--- config.mk ---
export PLATFORM = sky130hd
export DESIGN_NAME = shift_pass_sequencer
export DESIGN_NICKNAME = d
export VERILOG_FILES = /design/src/rtl/shift_seq_pkg.sv /design/src/rtl/shift_step_calc.sv /design/src/rtl/shift_pass_sequencer.sv
export SDC_FILE = /design/constraint.sdc
export NUM_CORES = 1
export LEC_CHECK = 0
export ABC_CLOCK_PERIOD_IN_PS = 2300
export CORE_MARGIN = 4
export CORE_UTILIZATION = 45
export DETAILED_ROUTE_END_ITERATION = 12
export PLACE_DENSITY = 0.75
export RECOVER_POWER = 50
export SYNTH_ARGS = -nofsm -noshare
export SYNTH_HDL_FRONTEND = slang
export SYNTH_SLANG_ARGS = --single-unit
--- constraint.sdc ---
create_clock -name clk -period 2.3 [get_ports clk]
set_input_delay 0.345 -clock clk [delete_from_list [all_inputs] [get_ports clk]]
set_output_delay 0.345 -clock clk [all_outputs]
set_load 0.02 [all_outputs]
--- src/rtl/shift_seq_pkg.sv ---
// Shared types and default widths for the multi-pass shift sequencer.
package shift_seq_pkg;

  localparam int DEF_DATA_W = 8;
  localparam int DEF_CTRL_W = 3;
  localparam int DEF_AMT_W  = 5;
  localparam int DEF_PASS_W = 3;

  // Largest shift the external barrel shifter can apply in one pass.
  localparam int MAX_STEP = (1 << DEF_CTRL_W) - 1;

  typedef enum logic [1:0] {
    IDLE  = 2'd0,
    SHIFT = 2'd1,
    DONE  = 2'd2
  } state_t;

endpackage

--- src/rtl/shift_step_calc.sv ---
// Splits the remaining shift amount into the next barrel-shifter pass:
// step = min(rem, STEP_MAX), the remainder after it, and a last-pass flag.
module shift_step_calc
  import shift_seq_pkg::*;
#(
  parameter int AMT_W    = DEF_AMT_W,
  parameter int CTRL_W   = DEF_CTRL_W,
  parameter int STEP_MAX = MAX_STEP
) (
  input  logic [AMT_W-1:0]  i_rem,
  output logic [CTRL_W-1:0] o_step,
  output logic [AMT_W-1:0]  o_remNext,
  output logic              o_lastPass
);

  localparam logic [AMT_W-1:0] StepMaxAmt = AMT_W'(STEP_MAX);

  logic             w_clip;
  logic [AMT_W-1:0] w_stepAmt;

  assign w_clip     = i_rem > StepMaxAmt;
  assign w_stepAmt  = w_clip ? StepMaxAmt : i_rem;
  assign o_step     = w_stepAmt[CTRL_W-1:0];
  assign o_remNext  = i_rem - w_stepAmt;
  assign o_lastPass = ~w_clip;

endmodule

--- src/rtl/shift_pass_sequencer.sv ---
// Drives an external 8-bit barrel shifter once per cycle to apply shifts up to 31.
// Optional SHIFT_SEQ_ZERO_EXIT_EN: finish early once the operand has become zero.
module shift_pass_sequencer
  import shift_seq_pkg::*;
#(
  parameter int DATA_W = DEF_DATA_W,
  parameter int CTRL_W = DEF_CTRL_W,
  parameter int AMT_W  = DEF_AMT_W,
  parameter int PASS_W = DEF_PASS_W
) (
  input  logic              clk,
  input  logic              rst_n,
  input  logic              i_req_valid,
  output logic              o_req_ready,
  input  logic [DATA_W-1:0] i_req_data,
  input  logic [AMT_W-1:0]  i_req_amt,
  output logic [DATA_W-1:0] o_bs_in,
  output logic [CTRL_W-1:0] o_bs_ctrl,
  input  logic [DATA_W-1:0] i_bs_out,
  output logic              o_rsp_valid,
  input  logic              i_rsp_ready,
  output logic [DATA_W-1:0] o_rsp_data,
  output logic [PASS_W-1:0] o_rsp_passes
);

  state_t            r_state;
  logic [DATA_W-1:0] r_acc;
  logic [AMT_W-1:0]  r_rem;
  logic [PASS_W-1:0] r_passes;
  logic              r_rspValid;
  logic [DATA_W-1:0] r_rspData;
  logic [PASS_W-1:0] r_rspPasses;

  logic [CTRL_W-1:0] w_step;
  logic [AMT_W-1:0]  w_remNext;
  logic              w_lastPass;
  logic              w_startDone;
  logic              w_shiftDone;
  logic [PASS_W-1:0] w_passesNext;

  shift_step_calc #(
    .AMT_W    (AMT_W),
    .CTRL_W   (CTRL_W),
    .STEP_MAX ((1 << CTRL_W) - 1)
  ) u_stepCalc (
    .i_rem      (r_rem),
    .o_step     (w_step),
    .o_remNext  (w_remNext),
    .o_lastPass (w_lastPass)
  );

`ifdef SHIFT_SEQ_ZERO_EXIT_EN
  assign w_startDone = (i_req_amt == '0) || (i_req_data == '0);
  assign w_shiftDone = w_lastPass || (i_bs_out == '0);
`else
  assign w_startDone = (i_req_amt == '0);
  assign w_shiftDone = w_lastPass;
`endif

  assign w_passesNext = r_passes + PASS_W'(1);

  // The response is captured on the cycle that enters DONE so it stays frozen under backpressure.
  always_ff @(posedge clk or negedge rst_n) begin
    if (!rst_n) begin
      r_state     <= IDLE;
      r_acc       <= '0;
      r_rem       <= '0;
      r_passes    <= '0;
      r_rspValid  <= 1'b0;
      r_rspData   <= '0;
      r_rspPasses <= '0;
    end else begin
      case (r_state)
        IDLE: begin
          if (i_req_valid) begin
            r_acc    <= i_req_data;
            r_rem    <= i_req_amt;
            r_passes <= '0;
            if (w_startDone) begin
              r_state     <= DONE;
              r_rspValid  <= 1'b1;
              r_rspData   <= i_req_data;
              r_rspPasses <= '0;
            end else begin
              r_state <= SHIFT;
            end
          end
        end
        SHIFT: begin
          r_acc    <= i_bs_out;
          r_rem    <= w_remNext;
          r_passes <= w_passesNext;
          if (w_shiftDone) begin
            r_state     <= DONE;
            r_rspValid  <= 1'b1;
            r_rspData   <= i_bs_out;
            r_rspPasses <= w_passesNext;
          end
        end
        DONE: begin
          if (i_rsp_ready) begin
            r_state    <= IDLE;
            r_rspValid <= 1'b0;
          end
        end
        default: r_state <= IDLE;
      endcase
    end
  end

  assign o_req_ready  = (r_state == IDLE);
  assign o_bs_in      = r_acc;
  assign o_bs_ctrl    = (r_state == SHIFT) ? w_step : '0;
  assign o_rsp_valid  = r_rspValid;
  assign o_rsp_data   = r_rspData;
  assign o_rsp_passes = r_rspPasses;

endmodule
==> run_results.csv <==
group,metric,value,unit
sta,period_share,93.37,%
clock_tree,clkLatencyLatePin,0.33,ns
sta,final.setup.tns,0,ns
power,pwr-share-comb,56.7,%
setup_path,arrival,1.80,ns
sta,fmax,465.7,MHz
place,hpwl,2.521,mm
route,remaining_drc_errors,0,
logic_synthesis,synth_seq_area_share,52.17,%
route,drtAntennaViolNets,0,
route,avgViaCountPerCell,5.377,
setup_path,cp-end-kind,"output pin",
floorplanning,num_rows,20,
grt,antenna_found_initial,0,
sta,hold_viol,0,
sta,rsz0062_at_grt,"no",
setup_path,worstPathMaxFanout,8,
cells_and_area,nFillCells,267,
logic_synthesis,synth_cell_types,28,
logic_synthesis,syn_nets,171,
clock_tree,postCtsHoldBufs,0,
logic_synthesis,syn_inst,144,
grt,grt_max_degree,31,
grt,grt_pass1_wl,5.961,mm
clock_tree,numCtsBuffers,5,
outcome,status,"complete, no violations",
power,p_sw_share,43.00,%
cells_and_area,nets,220,
logic_synthesis,synth_common_cells,"dfrtp_1 (30), a21oi_1 (20), o21ai_0 (17), nand2_1 (16), nor2_1 (11)",
power,leakagePower,0.8300,nW
floorplanning,start_util,47.13,%
logic_synthesis,yosysMostFrequentCell,"dfrtp_1",
power,power.switching,1.323,mW
setup_path,worstPathCellList,"nor2_1 > clkdlybuf4s50_1",
sta,report.final.slew_viol_count,0,
floorplanning,dieArea,0.004166,sq mm
setup_path,crit_path_max_incr_delay,0.68,ns
logic_synthesis,ys.flop_type,"dfrtp_1",
floorplanning,core_area,0.003053,sq mm
logic_synthesis,ys_warn_count,0,
clock_tree,cts_root_buffer,"clkbuf_4",
cells_and_area,n_antenna_cell,0,
power,peakVddDrop,0.7411,mV
sta,setup_viol,0,
route,vias,1269,
logic_synthesis,avgSynthCellArea,9.992,sq um
sta,slew_headroom,21.81,%
route,totalWireLength,3.476,mm
grt,grt_overflow,0,
sta,fin_worst_skew,0.004719,ns
cells_and_area,drive_gt1_share,8.333,%
cells_and_area,area_growth,39.39,%
sta,tightest_slew,1.173,ns
logic_synthesis,synth_area,0.001439,sq mm
route,wl_per_cell,14.73,microns
logic_synthesis,yosys.area.top_type,"dfrtp_1",
clock_tree,cts_tree,"built",
clock_tree,cts_max_level,2,
power,p_seq_share,33.4,%
job,drv_cap,0,
grt,globalRouteTotalUtil,18.89,%
min_path,min_path_type,"in -> async",
logic_synthesis,ys_ff_latch,30,
setup_path,required,1.96,ns
setup_path,start_kind,"flop",
logic_synthesis,synth.top_cell.area_share,52.17,%
floorplanning,fp.dieW,64.55,microns
floorplanning,die_y,64.55,microns
logic_synthesis,synth_area_leaders,"dfrtp_1 (52%), a21oi_1 (7.0%), mux2i_1 (7.0%), o21ai_0 (5.9%), nand2_1 (4.2%)",
clock_tree,clkSlewWorstSetupHoldPaths,0.09,ns
grt,grt_pass1_vias,1350,
power,clockPowerShare,9.9,%
sta,finalCriticalPeriod,2.147,ns
place,gp_congestion,0.8499,
logic_synthesis,synthArstFlopShare,100.0,%
power,p_int,1.753,mW
power,powerDensity,1534,mW/mm^2
floorplanning,ios,49,
place,placedCellCount,230,
clock_tree,cts_buffer_depth,2,
setup_path,cpMaxStageDelayCell,"clkdlybuf4s50_1",
route,firstDrtPassIters,4,
place,portBuffers,48,
logic_synthesis,synth_edf_count,0,
route,drt_iter0_drc,49,
cells_and_area,fin_cells,236,
setup_path,worstSetupPathType,"reg -> out",
clock_tree,clock-sinks,30,
[registers in the layout (all words and copies together) (netlist names)]
signal / cells
r_rem: 5
o_rsp_valid: 1
o_rsp_data: 8
r_passes: 3
o_bs_in: 8
o_rsp_passes: 3
r_state: 2
[layer usage]
layer  share of wire, %  up-vias  routed length, microns  GRT usage (%)
li1                   -      609                       -              -
met1                 45      603                    1566          22.64
met2                 46       50                    1613          30.28
met3                6.4        7                     222          5.719
met4                2.1        0                      74          10.29
met5                  0        -                       0              0
[what timing repair did]
action / CTS / global route
endpoints found under the setup margin: 0 / 3
buffers inserted: 0 / 0
gates resized for setup: 0 / 1
[area by class of cell]
class                           instances  area [sq um]  area share [%]
Tap cell                               44         55.05           2.745
Sequential cell                        30         752.0           37.49
Timing Repair Buffer                   52         510.5           25.45
Multi-Input combinational cell        104         636.9           31.75
Clock buffer                            6         51.30           2.558
[layout by cell type (no fill, tap or decap), drive strengths merged, types with 2 or more instances in the layout]
master and count:
o21ai 18, nand2 16, buf 4, o31a 3
mux2i 10, or2 3, ha 2, nor2b 3
a22o 3, clkdlybuf4s50 46, clkbuf 6, nor2 11
dlygate4sd3 2, a21oi 20, o2bb2ai 3, dfrtp 30
[power by group through the flow]
| stage | clock network (mW) | registers [mW] | logic [mW] |
|---|---|---|---|
| 3_5_place_dp | 0 | 1.02 | 1.76 |
| 6_report | 0.305 | 1.03 | 1.74 |
| 2_1_floorplan | 0 | 1.16 | 0.945 |
| 5_1_grt | 0.343 | 1.06 | 1.91 |
| 3_3_place_gp | 0 | 1.02 | 1.71 |
| 4_1_cts | 0.317 | 1.02 | 1.76 |
[critical path, delay by kind of cell, from the launching register on]
kind                   cells  cell delay (ns)
buffers and inverters      1             0.68
DFF                        1             0.48
and+or+nand+nor            1             0.32
[kinds of logic (layout without fill, tap and decap cells)]
| logic type | after synthesis | in the layout | share of synthesized area, % |
|---|---|---|---|
| AOI/OAI and AO/OA | 51 | 51 | 21.65 |
| xor gates and xnor gates | 2 | 2 | 1.218 |
| adders and majority gates | 2 | 2 | 1.739 |
| buffers and inverters | 10 | 58 | 3.478 |
| DFF | 30 | 30 | 52.17 |
| muxes | 11 | 11 | 7.739 |
| and+or+nand+nor | 38 | 38 | 12.00 |
[metrics by stage]
step | utilization (%) | hold WS [ns] | setup WS [ns] | cell area [sq um] | power, mW
floorplan | - | 0.04941 | 0.5652 | 1439 | 2.102
global placement | 64.10 | 0.4630 | 0.2795 | 1957 | 2.728
detailed placement | 64.10 | 0.4740 | 0.2331 | 1957 | 2.778
CTS | 65.78 | 0.4065 | 0.07371 | 2008 | 3.098
global route | 65.70 | 0.4996 | 0.05848 | 2006 | 3.311
finish | 65.70 | 0.4666 | 0.1526 | 2006 | 3.076
[final timing paths]
kind	startpoint	end	slack, ns	depth (start not counted)
setup / recovery	r_state[1]	o_req_ready	0.15	2
hold / removal	rst_n	o_rsp_passes[0]	0.47	2
setup reg to reg	r_state[0]	r_rem[2]	0.28	4
hold reg to reg	o_bs_in[7]	o_bs_in[7]	0.50	2
max in group asynchronous	rst_n	r_state[0]	1.54	2
min in group clk	o_bs_in[7]	o_bs_in[7]	0.50	2
Note: power is estimated with default switching activity, not from simulation.
